## src/rtl/bcd_seg_scan.sv

```systemverilog
// bcd_seg_scan: multiplexed 7-segment driver for an NDIG-digit BCD result.
// A LOAD strobe captures digits and decimal points into a pending buffer.
// The buffer is committed only at a scan-frame boundary, so a frame never
// shows a mix of old and new data. Leading-zero blanking is optional and
// follows BLANK_LZ live. SEG/AN are registered and lag the scan index by
// one clock.

module bcd_seg_scan #(
  parameter int NDIG       = 4,
  parameter int SCAN_DIV   = 50000,
  parameter bit ACTIVE_LOW = 1'b1
) (
  input  logic                CLK,
  input  logic                nRST,
  input  logic                LOAD,
  input  logic [4*NDIG-1:0]   DIGIT_IN,
  input  logic [NDIG-1:0]     DP_IN,
  input  logic                BLANK_LZ,
  output logic                PENDING,
  output logic [7:0]          SEG,
  output logic [NDIG-1:0]     AN
);

  localparam int              PW       = (SCAN_DIV > 1) ? $clog2(SCAN_DIV) : 1;
  localparam int              IW       = $clog2(NDIG);
  localparam logic [PW-1:0]   PRE_MAX  = PW'(SCAN_DIV - 1);
  localparam logic [IW-1:0]   IDX_MAX  = IW'(NDIG - 1);
  localparam logic [7:0]      SEG_OFF  = {8{ACTIVE_LOW}};
  localparam logic [NDIG-1:0] AN_OFF   = {NDIG{ACTIVE_LOW}};

  logic [PW-1:0]     prescaler_q, prescaler_d;
  logic [IW-1:0]     idx_q, idx_d;
  logic [4*NDIG-1:0] disp_q, disp_d;
  logic [4*NDIG-1:0] pend_q, pend_d;
  logic [NDIG-1:0]   dp_disp_q, dp_disp_d;
  logic [NDIG-1:0]   dp_pend_q, dp_pend_d;
  logic              pending_q, pending_d;
  logic [7:0]        seg_q, seg_d;
  logic [NDIG-1:0]   an_q, an_d;

  logic              tick;
  logic              frame_end;
  logic [3:0]        cur_digit;
  logic              run_zero;
  logic [NDIG-1:0]   lz_mask;
  logic              blank;
  logic [7:0]        seg_raw;
  logic [NDIG-1:0]   an_raw;

  // Segment pattern (active-high, no dp) for one BCD value; 10-15 show a dash.
  function automatic logic [7:0] decode(input logic [3:0] v);
    logic [7:0] s;
    case (v)
      4'd0:    s = 8'h3F;
      4'd1:    s = 8'h06;
      4'd2:    s = 8'h5B;
      4'd3:    s = 8'h4F;
      4'd4:    s = 8'h66;
      4'd5:    s = 8'h6D;
      4'd6:    s = 8'h7D;
      4'd7:    s = 8'h07;
      4'd8:    s = 8'h7F;
      4'd9:    s = 8'h6F;
      default: s = 8'h40;
    endcase
    return s;
  endfunction

  // Slot prescaler and scan index; the frame ends when the index wraps.
  always_comb begin
    tick        = (prescaler_q == PRE_MAX);
    frame_end   = tick && (idx_q == IDX_MAX);
    prescaler_d = tick ? '0 : prescaler_q + 1'b1;
    idx_d       = idx_q;
    if (tick) begin
      idx_d = (idx_q == IDX_MAX) ? '0 : idx_q + 1'b1;
    end
  end

  // Capture on LOAD and commit at a frame boundary; a LOAD on the boundary edge
  // keeps its new data pending while the old buffer is committed.
  always_comb begin
    disp_d    = disp_q;
    dp_disp_d = dp_disp_q;
    pend_d    = pend_q;
    dp_pend_d = dp_pend_q;
    pending_d = pending_q;
    if (frame_end && pending_q) begin
      disp_d    = pend_q;
      dp_disp_d = dp_pend_q;
      pending_d = 1'b0;
    end
    if (LOAD) begin
      pend_d    = DIGIT_IN;
      dp_pend_d = DP_IN;
      pending_d = 1'b1;
    end
  end

  // Leading-zero mask: a digit above digit 0 is blankable when it and all more
  // significant digits are zero.
  always_comb begin
    run_zero = 1'b1;
    lz_mask  = '0;
    for (int k = NDIG - 1; k >= 0; k--) begin
      run_zero   = run_zero && (disp_q[4*k +: 4] == 4'd0);
      lz_mask[k] = run_zero && (k != 0);
    end
  end

  // Drive pattern for the current slot, polarity applied at the end.
  always_comb begin
    cur_digit      = disp_q[{idx_q, 2'b00} +: 4];
    blank          = BLANK_LZ && lz_mask[idx_q];
    seg_raw        = decode(cur_digit);
    seg_raw[7]     = dp_disp_q[idx_q];
    an_raw         = '0;
    an_raw[idx_q]  = 1'b1;
    if (blank) begin
      seg_raw = '0;
      an_raw  = '0;
    end
    seg_d = ACTIVE_LOW ? ~seg_raw : seg_raw;
    an_d  = ACTIVE_LOW ? ~an_raw : an_raw;
  end

  // State and output registers; reset drops pending data and blanks the display.
  always_ff @(posedge CLK or negedge nRST) begin
    if (!nRST) begin
      prescaler_q <= '0;
      idx_q       <= '0;
      disp_q      <= '0;
      pend_q      <= '0;
      dp_disp_q   <= '0;
      dp_pend_q   <= '0;
      pending_q   <= 1'b0;
      seg_q       <= SEG_OFF;
      an_q        <= AN_OFF;
    end else begin
      prescaler_q <= prescaler_d;
      idx_q       <= idx_d;
      disp_q      <= disp_d;
      pend_q      <= pend_d;
      dp_disp_q   <= dp_disp_d;
      dp_pend_q   <= dp_pend_d;
      pending_q   <= pending_d;
      seg_q       <= seg_d;
      an_q        <= an_d;
    end
  end

  assign PENDING = pending_q;
  assign SEG     = seg_q;
  assign AN      = an_q;

endmodule

```

## config.mk

```make
export PLATFORM = sky130hd
export DESIGN_NAME = bcd_seg_scan
export DESIGN_NICKNAME = d
export VERILOG_FILES = /design/src/rtl/bcd_seg_scan.sv
export SDC_FILE = /design/constraint.sdc
export NUM_CORES = 1
export LEC_CHECK = 0
export CORE_MARGIN = 2
export CORE_UTILIZATION = 50
export CTS_BUF_LIST = sky130_fd_sc_hd__clkbuf_8 sky130_fd_sc_hd__clkbuf_16
export DETAILED_ROUTE_END_ITERATION = 7
export GPL_ROUTABILITY_DRIVEN = 0
export PLACE_DENSITY = 0.82
export SKIP_LAST_GASP = 1
export SLEW_MARGIN = 20
export SYNTH_ARGS = -nofsm -noshare
export SYNTH_HDL_FRONTEND = slang
export SYNTH_SLANG_ARGS = --single-unit
```

## constraint.sdc

```tcl
create_clock -name CLK -period 2.1 [get_ports CLK]
set_clock_uncertainty 0.2 [all_clocks]
set_input_delay 0.42 -clock CLK [delete_from_list [all_inputs] [get_ports CLK]]
set_output_delay 0.42 -clock CLK [all_outputs]
set_load 0.05 [all_outputs]
```

==> impl_metrics.toml <==
[layout]
utilization = 0.652
drive_gt1_frac = 0.290
antenna_cells = 0
fin_nets = 315
areaGrowthSynthToFinish_pct = 25.2

[cts]
cts_root_buf = "clkbuf_8"
cts_sinks = 71
cts_max_level = 3
cts_buffer_depth = 2
numCtsBuffers = 9
cts_tree = "yes"
worstSkewPairLatency_ps = 350
cts.clk_slew.worst_paths_ps = 70

[synth]
synthArstFlopShare = 1.00
postSynthAreaPerCell_um2 = 13.8
synth_xor_area_frac = 0.0337
synth_warnings = 0
synth_nets = 261
synth_area_um2 = 3120
synth_edf_count = 0
synth_cell_types = 40
synth_top_family_by_area = "multiplexers"
synthFlopType = "dfrtp_1"
synth_adder_area_share = 0.0401
syn-instance-count = 227
synthSimpleGateAreaFrac = 0.0942
muxShareOfSynthArea = 0.194
synth_compound_area_frac = 0.0365
seq_area_frac_synth = 0.574
synth-seq-cells = 71

[detailed_routing]
drt-pass1-iter-count = 4
drtIter0Drc = 141
dr_total_vias = 1951
drt-wirelength-per-cell_um = 15.6
drc = 0
ant_nets = 0
viasPerCell = 5.40
wirelength_um = 5640

[floorplan]
floorplan.core_area_um2 = 5990
ios = 37
fp-row-count = 28
dieArea_um2 = 6890
die_height_um = 83.0
fp.dieW_um = 83.0
start_util = 0.521

[placement]
pre_cts_ws_ps = 44.9
dp_hpwl_um = 3660
io_buffer_count = 36

[timing]
fmax_mhz = 488
setup_viol = 0
final_hold_viol_count = 0
slew_headroom = 0.729
fin_crit_ps = 2050
fin_ws_ps = 51.2
holdWs_ps = 281
finalSetupTns_ps = 0
worst_pin_slew_ps = 404
rsz0062_at_grt = "yes"
period_share = 0.976
slew_viol_final = 0

[worst_hold_path]
whs_path_depth = 1
worstHoldStart = "prescaler_q[0]$_DFF_PN0_"
whs_endpoint = "prescaler_q[0]$_DFF_PN0_"
hold_class = "reg2reg"

[critical_path]
cp_top_family = "simple AND/OR/NAND/NOR gates"
required_ps = 2130
cp_num_cells = 6
slowest_stage = "dfrtp_1"
r2r_cells = 6
critical_path_buf_inv_count = 1
cp_max_fo = 10
criticalPathCategory = "reg2reg"
r2r_start = "prescaler_q[0]$_DFF_PN0_"
worstPathArrival_ps = 2080
start_kind = "flop"
ff2ff_setup_slack_ps = 50
end_kind = "flop"
slowest_delay_ps = 380
r2r-end = "disp_q[8]$_DFFE_PN0P_"
crit_chain = "ha_2 > nand4_1 > and4b_1 > and3_4 > buf_12 > mux2_2"

[global_route]
grt_pass1_vias = 1990
grtUsageTotal = 0.176
grt_overflow = 0
grt_pass1_wl_um = 9660
grt_max_degree = 72
antenna_found_initial = 0

[pwr]
vdd.ir_drop.worst_mv = 0.592
p_per_area_nw_per_um2 = 747
power.static_leakage_nw = 1.81

[job]
drv_cap = 0

[status]
status = "completed"
-- worst reg2reg max path, stage by stage, from the launching register on --
cell and delay, ps:
dfrtp_1 380, ha_2 190, nand4_1 120, and4b_1 310, and3_4 240, buf_12 140, mux2_2 360
-- cells by family (layout without fill, tap and decap cells) --
group	Yosys count	count (layout)
flops	71	71
buf+inv	15	74
mux	48	48
compound gates	17	17
simple gates	54	54
fa+ha+maj	10	10
xor+xnor	12	12
-- cell type report --
cell class,instances,area [um^2]
fillers,455,2080
inverters,7,26.3
multi-input cells,141,1250
flip-flops and latches,71,1790
repair buffers,51,493
well taps,75,93.8
clock inverters,6,116
clock buffers,10,138
-- Yosys cell counts, drive strengths merged (3+ instances only) --
master	n	area, um^2
ha	10	125
nand2b	3	18.8
nand4	4	25.0
a21oi	3	15.0
xor2	7	61.3
buf	5	50.0
nand3	6	30.0
dfrtp	59	1480
inv	7	26.3
o21ai	7	35.0
nor2	10	37.5
xnor2	5	43.8
nand2	12	45.0
clkbuf	3	11.3
mux2i	3	30.0
dfstp	12	315
mux2	40	450
mux4	5	124
-- power breakdown --
group          switching, mW  internal, mW  total [mW]
logic                 0.0477        0.0796       0.127
clock network          0.536         0.829        1.36
registers             0.0229          1.41        1.43
total                  0.606          2.32        2.92
-- state kept, by name, indices dropped and copies added (netlist names) --
register	count
disp_q	16
dp_disp_q	4
idx_q	2
dp_pend_q	4
pend_q	16
PENDING	1
AN	4
SEG	8
prescaler_q	16
-- cells in the final DEF (no fill, tap or decap), types with 3 or more instances in the layout --
master	n
inv_1	7
bufinv_16	3
xor2_1	7
nand2_1	12
nor2_1	10
buf_12	3
nand2b_1	3
o21ai_1	5
dfrtp_1	58
clkbuf_8	10
mux2_1	19
mux4_1	3
nand3_1	6
mux2i_1	3
a21oi_1	3
xnor2_1	5
clkdlybuf4s50_1	22
ha_1	9
nand4_1	4
buf_4	23
dfstp_2	12
mux2_2	21
-- metrics by stage --
step	total power [mW]	instances	instance area, um^2
2_1_floorplan	1.49	227	3120
3_3_place_gp	1.58	342	3600
3_5_place_dp	1.58	342	3600
4_1_cts	2.94	359	3870
5_1_grt	3.02	361	3910
6_report	2.92	361	3910
-- timing repair --
action | 4_1_cts | 5_1_grt
endpoints found under the setup margin | 0 | 22
endpoints found under the hold margin | 59 | 0
setup buffers | 0 | 1
gates resized for setup | 0 | 4
hold buffers | 1 | 0
-- worst max path at each step --
stage | slack [ps] | from | to
2_1_floorplan | 30 | prescaler_q[0]$_DFF_PN0_ | disp_q[0]$_DFFE_PN0P_
3_3_place_gp | 70 | BLANK_LZ | SEG[4]$_DFF_PN1_
3_5_place_dp | 40 | BLANK_LZ | SEG[4]$_DFF_PN1_
4_1_cts | 30 | prescaler_q[0]$_DFF_PN0_ | disp_q[8]$_DFFE_PN0P_
5_1_grt | -50 | prescaler_q[0]$_DFF_PN0_ | disp_q[8]$_DFFE_PN0P_
6_report | 50 | prescaler_q[0]$_DFF_PN0_ | disp_q[8]$_DFFE_PN0P_
-- per-layer routing --
| layer | wire (um) | vias up | global-route usage |
|---|---|---|---|
| met3 | 258 | 13 | 0.0378 |
| met4 | 119 | 0 | 0.0805 |
| met5 | 0 | - | 0 |
| met1 | 2510 | 974 | 0.237 |
| li1 | - | 911 | - |
| met2 | 2750 | 53 | 0.276 |
Note: power is estimated with default switching activity, not from simulation.
